==> src/rtl/pipeline_ctrl.sv <==
// Pipeline sequencer for the five-stage back end: merges stage stall requests,
// sequences exception/ERTN redirects (RUN -> [DRAIN] -> FLUSH) and counts stall cycles.
module pipeline_ctrl #(
  parameter logic [31:0] RESET_PC    = 32'h1C000000,
  parameter logic [7:0]  DRAIN_LIMIT = 8'd255
) (
  input  logic        clk,
  input  logic        rst,
  input  logic        pause_req_if,
  input  logic        pause_req_id,
  input  logic        pause_req_ex,
  input  logic        pause_req_mem,
  input  logic        exception_valid,
  input  logic        exception_is_ertn,
  input  logic [31:0] eentry,
  input  logic [31:0] era,
  input  logic        fetch_busy,
  output logic [5:0]  pause,
  output logic        exception_flush,
  output logic        exception_commit,
  output logic        redirect_valid,
  output logic [31:0] redirect_pc,
  output logic [31:0] stall_cycles
);

  typedef enum logic [1:0] {
    S_RUN   = 2'd0,
    S_DRAIN = 2'd1,
    S_FLUSH = 2'd2
  } state_t;

  localparam logic [5:0] PAUSE_MEM  = 6'b011111;
  localparam logic [5:0] PAUSE_EX   = 6'b001111;
  localparam logic [5:0] PAUSE_ID   = 6'b000111;
  localparam logic [5:0] PAUSE_IF   = 6'b000011;
  localparam logic [5:0] PAUSE_NONE = 6'b000000;

  localparam logic [7:0] DRAIN_LAST = DRAIN_LIMIT - 8'd1;

  state_t      r_state;
  state_t      w_state_next;
  logic [7:0]  r_drain_cnt;
  logic [31:0] r_target;
  logic [31:0] r_redirect_pc;
  logic [31:0] r_stall_cycles;

  logic        w_accept;
  logic [31:0] w_accept_target;
  logic [5:0]  w_req_vec;
  logic [5:0]  w_pause;

  // The deepest requesting stage wins: it must freeze everything upstream of it.
  always_comb begin
    // NOTE: every always_comb output gets a default first so no path infers a latch.
    w_req_vec = PAUSE_NONE;
    if (pause_req_mem)     w_req_vec = PAUSE_MEM;
    else if (pause_req_ex) w_req_vec = PAUSE_EX;
    else if (pause_req_id) w_req_vec = PAUSE_ID;
    else if (pause_req_if) w_req_vec = PAUSE_IF;
  end

  // A dcache miss in MEM blocks acceptance: the excepting instruction is not settled yet.
  assign w_accept        = (r_state == S_RUN) && exception_valid && !pause_req_mem;
  assign w_accept_target = exception_is_ertn ? era : eentry;

  always_comb begin
    w_state_next = r_state;
    w_pause      = PAUSE_NONE;
    unique case (r_state)
      S_RUN: begin
        if (w_accept) begin
          w_pause      = PAUSE_MEM;
          w_state_next = fetch_busy ? S_DRAIN : S_FLUSH;
        end else begin
          w_pause = w_req_vec;
        end
      end
      S_DRAIN: begin
        w_pause = PAUSE_MEM;
        if (!fetch_busy || (r_drain_cnt == DRAIN_LAST)) w_state_next = S_FLUSH;
      end
      S_FLUSH: begin
        w_pause      = PAUSE_NONE;
        w_state_next = S_RUN;
      end
      default: w_state_next = S_RUN;
    endcase
    if (rst) w_pause = PAUSE_NONE;
  end

  always_ff @(posedge clk) begin
    // NOTE: state registers use non-blocking assignments so every flop samples pre-edge values.
    if (rst) begin
      r_state        <= S_RUN;
      r_drain_cnt    <= 8'd0;
      r_target       <= RESET_PC;
      r_redirect_pc  <= RESET_PC;
      r_stall_cycles <= 32'd0;
    end else begin
      r_state <= w_state_next;

      if (r_state == S_DRAIN) r_drain_cnt <= r_drain_cnt + 8'd1;
      else                    r_drain_cnt <= 8'd0;

      if (w_accept) r_target <= w_accept_target;

      // redirect_pc only moves on entry to FLUSH so it holds between redirects.
      if ((w_state_next == S_FLUSH) && (r_state != S_FLUSH))
        r_redirect_pc <= (r_state == S_RUN) ? w_accept_target : r_target;

      if (w_pause != PAUSE_NONE) r_stall_cycles <= r_stall_cycles + 32'd1;
    end
  end

  assign pause            = w_pause;
  assign exception_flush  = (r_state == S_FLUSH) && !rst;
  assign exception_commit = (r_state == S_FLUSH) && !rst;
  assign redirect_valid   = (r_state == S_FLUSH) && !rst;
  assign redirect_pc      = r_redirect_pc;
  assign stall_cycles     = r_stall_cycles;

endmodule

==> config.mk <==
export PLATFORM = sky130hd
export DESIGN_NAME = pipeline_ctrl
export DESIGN_NICKNAME = d
export VERILOG_FILES = /design/src/rtl/pipeline_ctrl.sv
export SDC_FILE = /design/constraint.sdc
export NUM_CORES = 1
export LEC_CHECK = 0
export BUFFER_PORTS_ARGS = -buffer_cell sky130_fd_sc_hd__buf_4
export CORE_ASPECT_RATIO = 1.2
export CORE_MARGIN = 5
export CORE_UTILIZATION = 31
export CTS_CLUSTER_SIZE = 30
export DETAILED_ROUTE_END_ITERATION = 7
export PLACE_DENSITY_LB_ADDON = 0.05
export SLEW_MARGIN = 25
export SYNTH_ARGS = -nofsm -noshare
export SYNTH_HDL_FRONTEND = slang
export SYNTH_SLANG_ARGS = --single-unit
==> constraint.sdc <==
create_clock -name clk -period 2.6 [get_ports clk]
set_input_delay 0.13 -clock clk [delete_from_list [all_inputs] [get_ports clk]]
set_output_delay 0.13 -clock clk [all_outputs]
set_load 0.1 [all_outputs]
==> results by group, run 1 <==
Status
  – Result of the run: finished, final reports clean

Route
  – Number of detailed-routing iterations run before antenna repair: 5
  – Via density: 4.748
  – Residual antenna-violating net count after detailed routing: 0
  – Avg WL per Cell: 14.03 µm
  – Final routed wirelength across all metal layers: 12.43 mm
  – Number of DRC violations after detailed-routing iteration 0: 236
  – Via count of the routed design: 4207
  – Drt drc: 0

Global route
  – Number of antenna violations at the first check in global routing: 0
  – GRT Util Overall: 13.74%
  – Pin count of the biggest net entering global routing: 85
  – Global-route wire length before repair: 20.04 mm
  – Vias in the first global route: 4074
  – GRT overflow: 0

Timing
  – Post-route fraction of the period consumed by the critical path: 82.10%
  – Final setup violating endpoints: 0
  – Unrepaired setup endpoints after global routing: false
  – Fin crit period: 2135 ps
  – Rel. slew slack: 38.47%
  – Slew Viols, Final: 0
  – Worst-margin pin slew: 923.0 ps
  – Max Fclk: 0.4685 GHz
  – Setup Total Neg Slack: 0 ps
  – Final hold vios: 0
  – Clk_skew: 8.917 ps

Clock network
  – Cell at the root of the clock tree: sky130_fd_sc_hd__clkbuf_16
  – Post-CTS Setup Inserts: 0
  – Source-to-sink clock delay at the later pin of the worst-skew pair: 350 ps
  – TritonCTS clock tree: done
  – Maximum count of clock buffers along a single path: 2
  – Post-CTS clock slew at the launch and capture registers of the worst setup and hold paths: 70 ps
  – Number of hold buffers added after CTS: 0
  – CTS H-Tree Depth: 3
  – Post-cts repair resize count: 0
  – Sinks on Clock Net: 106
  – Number of buffers created by CTS: 9

Synth
  – Post-synthesis sequential element count: 106
  – Fraction of synthesized cell area taken by the top area cell type: 43.95%
  – Cell variety after synth: 43
  – Average footprint of a synthesized cell: 8.747 µm²
  – Post-Synthesis Net Count: 628
  – Portion of the post-synthesis area used by sequential elements: 43.95%
  – Primary FF master, synth: sky130_fd_sc_hd__dfxtp_1
  – Cell count after synthesis: 552
  – Count of yosys warnings during synthesis: 0
  – Async set-or-reset flop fraction in the synthesized netlist: 0%
  – EDFF count, synth: 0
  – Area contributors post-synth: sky130_fd_sc_hd__dfxtp_1 (44%), sky130_fd_sc_hd__mux2i_1 (13%), sky130_fd_sc_hd__nor2_1 (7.8%)
  – Leading area contributor after synthesis: sky130_fd_sc_hd__dfxtp_1
  – Cell Area, Synth: 0.004828 mm²

Setup path
  – Critical Path End Type: flip-flop
  – Sort of element at the start of the critical path: flip-flop
  – Critical path type: flip-flop to flip-flop
  – Data required time of the critical path: 2870 ps
  – Endpoint arrival time on the critical path: 2410 ps
  – R2R Setup Slk: 470 ps
  – Crit Path Max Fanout: 11

Layout
  – Top library cells by usage in the layout, fill and taps aside: sky130_fd_sc_hd__buf_4 (150), sky130_fd_sc_hd__dfxtp_1 (106), sky130_fd_sc_hd__nor2_1 (100)
  – Antenna diodes: 0
  – Fill cell total of the finished layout: 1588
  – Share of final-layout standard cells stronger than drive strength 1: 25.81%
  – Leading cell type in the layout, fill and taps excluded: sky130_fd_sc_hd__buf_4
  – Signed area change from the synthesized netlist to the final layout: 31.77%
  – Number of nets in the layout: 749

Run
  – Number of max-capacitance violations reported: 0

Power
  – Leak Pwr: 0.002770 µW
  – P per Cell Area: 626.5 mW/mm²
  – Sum of internal, switching and leakage power: 3986 µW
  – Peak supply drop: 318.1 µV

Floorplan
  – Number of ports placed on the die boundary: 146
  – Std-Cell Rows: 50
  – Floorplan core area: 0.01545 mm²
  – Initial standard-cell utilization of the core: 31.25%
  – Die ar.: 0.01818 mm²
  – Die Y: 146.7 µm
  – Die width: 123.9 µm

Placement
  – Placed wire-length estimate after detailed placement: 8.771 mm
  – RD Place Congestion: 0.7553
  – IO buf count: 144

Hold path
  – Min-Delay Path Class: input port to flip-flop
[flip-flops by register name (all words and copies together), names as in the netlist]
register / flops
r_target: 32
r_drain_cnt: 8
stall_cycles: 32
r_state: 2
redirect_pc: 32
[final timing paths]
check | start | to | depth (start not counted)
worst max-delay path | r_state[0] | stall_cycles[31] | 6
worst min-delay path | fetch_busy | r_state[0] | 3
worst max register to register | r_state[0] | stall_cycles[31] | 6
worst min register to register | r_drain_cnt[0] | r_drain_cnt[0] | 1
[worst max-delay path, cell delays in order, from the launching register on]
cell and delay [ps]:
sky130_fd_sc_hd__dfxtp_1 570, sky130_fd_sc_hd__nor4_4 140, sky130_fd_sc_hd__a21o_4 260, sky130_fd_sc_hd__inv_4 130, sky130_fd_sc_hd__nand4_1 350, sky130_fd_sc_hd__or3_1 470, sky130_fd_sc_hd__a21oi_1 140
[routing by layer]
layer | global-route usage, % | vias to the layer above | part of all wire (%)
li1 | - | 2156 | -
met1 | 17.42 | 1931 | 45
met2 | 22.46 | 114 | 47
met3 | 4.236 | 6 | 7.5
met4 | 3.781 | 0 | 0.96
met5 | 0 | - | 0
[cell usage after synthesis (all sizes together), types with 7 or more instances]
cell type and instances:
a211oi 30, nand2 43, nand3 17, xor2 13, nor2 100, buf 19, and3 7, a21oi 20
nand4 8, o21ai 42, xnor2 11, or3 12, inv 7, mux2i 61, clkbuf 21, dfxtp 106
[final cells by class]
class,instances,area [µm²],share of cell area (%)
multi-input combinational,399,2480,38.98
sequential,106,2122,33.35
tap,208,260.3,4.090
clock buffer,12,246.5,3.874
inverter,7,28.78,0.4523
timing repair buffer,150,1126,17.70
clock inverter,4,98.84,1.554
[where the power goes]
part,switching [µW],internal [µW]
sequential,40.2,1690
combinational,469,224
clock,594,971
total,1100,2880
[logic make-up after synthesis]
logic type,count (synthesis),share of synthesized area [%]
AOI/OAI and AO/OA,101,12.93
adders and majority gates,3,0.7775
DFF,106,43.95
muxes,61,12.65
and+or+nand+nor,209,20.26
buffers and inverters,47,5.001
other,1,0.07767
xor gates and xnor gates,24,4.353
[through the flow]
stage	util, %	hold WS (ps)	setup WS (ps)	cell area, µm²	instances
floorplan	-	246.1	43.65	4833	552
global placement	38.94	383.4	502.6	6017	870
detailed placement	38.94	379.3	468.4	6017	870
CTS	41.17	2.644	442.6	6362	886
global route	41.17	22.69	229.3	6362	886
finish	41.17	20.05	465.4	6362	886
No activity file was read; power rests on OpenSTA's default activity.
==> run 2: changes to the inputs <==
==> constraint.sdc (replaced) <==
create_clock -name clk -period 2.2 [get_ports clk]
set_input_delay 0.11 -clock clk [delete_from_list [all_inputs] [get_ports clk]]
set_output_delay 0.11 -clock clk [all_outputs]
set_load 0.1 [all_outputs]
==> run 2 against run 1 <==
Sequential power rose by 18%. Critical path depth did not move. Sequential share of layout area rose by 0.065 points. Clock power rose by 3%. Fmax rose by 8.0%. Routed wire length rose by 3.8%. Global-route usage rose by 0.41 points. Register-to-register slack got worse by 240 ps. Worst hold slack improved by 140 ps. Combinational power rose by 22%. Setup slack got worse by 240 ps. Largest cell class unchanged. Largest power group unchanged.
==> results by group, run 2 (synthesis gave the netlist of run 1 again) <==
Status
  – Result of the run: finished, final reports clean

Timing
  – Clk_skew: 8.252 ps
  – Max Fclk: 0.5062 GHz
  – Rel. slew slack: 49.68%
  – Worst-margin pin slew: 754.8 ps
  – Final hold vios: 0
  – Fin crit period: 1976 ps
  – Unrepaired setup endpoints after global routing: false
  – Slew Viols, Final: 0
  – Setup Total Neg Slack: 0 ps
  – Final setup violating endpoints: 0
  – Post-route fraction of the period consumed by the critical path: 89.80%

Hold path
  – Startpoint of the lowest-slack hold path: eentry[27]
  – Min-Delay Path Class: input port to flip-flop

Power
  – Leak Pwr: 0.002804 µW
  – Peak supply drop: 331.1 µV
  – Sum of internal, switching and leakage power: 4493 µW
  – P per Cell Area: 698.8 mW/mm²

Global route
  – Global-route wire length before repair: 20.59 mm
  – GRT Util Overall: 14.15%
  – Number of antenna violations at the first check in global routing: 0
  – Pin count of the biggest net entering global routing: 97
  – GRT overflow: 0
  – Vias in the first global route: 4065

Placement
  – RD Place Congestion: 0.8239
  – IO buf count: 144
  – Placed wire-length estimate after detailed placement: 9.176 mm
  – Placed cells: 875

Layout
  – Number of nets in the layout: 757
  – Signed area change from the synthesized netlist to the final layout: 33.14%
  – Leading cell type in the layout, fill and taps excluded: sky130_fd_sc_hd__buf_4
  – Top library cells by usage in the layout, fill and taps aside: sky130_fd_sc_hd__buf_4 (154), sky130_fd_sc_hd__nor2_1 (100), sky130_fd_sc_hd__dfxtp_1 (85)
  – Antenna diodes: 0
  – Cell Count, Final, Fillers Out: 893
  – Share of final-layout standard cells stronger than drive strength 1: 29.49%

Floorplan
  – Die Y: 146.7 µm
  – Number of ports placed on the die boundary: 146
  – Die width: 123.9 µm
  – Initial standard-cell utilization of the core: 31.25%
  – Floorplan core area: 0.01545 mm²
  – Die ar.: 0.01818 mm²
  – Std-Cell Rows: 50

Setup path
  – R2R Setup Slk: 220 ps
  – Endpoint of the most critical setup path: redirect_pc[18]
  – Beginning of the worst register-to-register path: r_drain_cnt[3]
  – Critical Path End Type: flip-flop
  – Crit Path Max Fanout: 17
  – Cell depth of the worst flop-to-flop path: 6
  – Critical path type: flip-flop to flip-flop
  – Crit Reg-Reg Endpoint: redirect_pc[18]
  – Endpoint arrival time on the critical path: 2180 ps
  – Crit path launch: r_drain_cnt[3]
  – Sort of element at the start of the critical path: flip-flop
  – Data required time of the critical path: 2400 ps

Clock network
  – Sinks on Clock Net: 106
  – Cell at the root of the clock tree: sky130_fd_sc_hd__clkbuf_16
  – Source-to-sink clock delay at the later pin of the worst-skew pair: 350 ps
  – Number of buffers created by CTS: 9
  – CTS H-Tree Depth: 3
  – Post-CTS clock slew at the launch and capture registers of the worst setup and hold paths: 70 ps
  – Maximum count of clock buffers along a single path: 2
  – TritonCTS clock tree: done

Route
  – Residual antenna-violating net count after detailed routing: 0
  – Avg WL per Cell: 14.45 µm
  – Drt drc: 0
  – Via count of the routed design: 4247
  – Number of detailed-routing iterations run before antenna repair: 4
  – Number of DRC violations after detailed-routing iteration 0: 232
  – Final routed wirelength across all metal layers: 12.90 mm
  – Via density: 4.756

Run
  – Number of max-capacitance violations reported: 0
## run 2: changes by cell type in the layout (fill, tap and decap cells not counted), sizes merged
cell | previous run | this run
buf | 150 | 156
bufinv | 3 | 1
dlygate4sd3 | 0 | 2
clkinv | 1 | 2
## run 2: worst min-delay path by stage
| stage | cells after the start | end | slack [ps] |
|---|---|---|---|
| 2_1_floorplan | 2 | r_state[0] | 230 |
| 3_3_place_gp | 2 | r_state[1] | 340 |
| 3_5_place_dp | 2 | r_state[1] | 350 |
| 4_1_cts | 4 | r_target[27] | 150 |
| 5_1_grt | 3 | r_target[14] | 170 |
| 6_report | 4 | r_target[27] | 160 |
## run 2: final cells by class
class | instances | area (µm²)
Timing Repair Buffer | 158 | 1207
Clock buffer | 12 | 246.5
Sequential cell | 106 | 2148
Multi-Input combinational cell | 399 | 2497
Clock inverter | 3 | 40.04
Tap cell | 208 | 260.3
Fill cell | 1581 | 9024
Inverter | 7 | 28.78
## run 2: worst max-delay path, stage by stage, from the launching register on
cell	delay, ps
sky130_fd_sc_hd__dfxtp_1	400
sky130_fd_sc_hd__nand4_1	170
sky130_fd_sc_hd__or4b_1	560
sky130_fd_sc_hd__o31a_4	230
sky130_fd_sc_hd__buf_4	240
sky130_fd_sc_hd__mux2i_1	170
sky130_fd_sc_hd__nor2_1	50
## run 2: through the flow
stage	worst slack [ps]	hold slack [ps]	cell area [µm²]	utilization [%]
floorplan	2.960	226.1	4870	-
global placement	116.2	343.4	6103	39.50
detailed placement	64.41	347.3	6103	39.50
CTS	44.20	145.8	6410	41.48
global route	103.7	171.1	6429	41.60
finish	224.3	159.2	6429	41.60
## run 2: repair_timing
| item | in CTS | in global routing |
|---|---|---|
| hold endpoints to repair | 2 | 0 |
| setup buffers | 0 | 1 |
| resized for setup | 0 | 1 |
| hold buffers | 2 | 0 |
| endpoints found under the setup margin | 0 | 6 |
## run 2: report_power, final
group	internal (µW)	leakage, µW	switching (µW)	total (µW)
Clock	906	0.000142	701	1610
Combinational	276	0.00179	565	841
Sequential	2000	0.000873	47.8	2050
## run 2: metal layers
layer	vias to the layer above	share of wire, %	GRT usage (%)
li1	2164	-	-
met1	1958	44	18.05
met2	111	48	23.19
met3	14	6.2	3.042
met4	0	1.7	5.425
met5	-	0	0
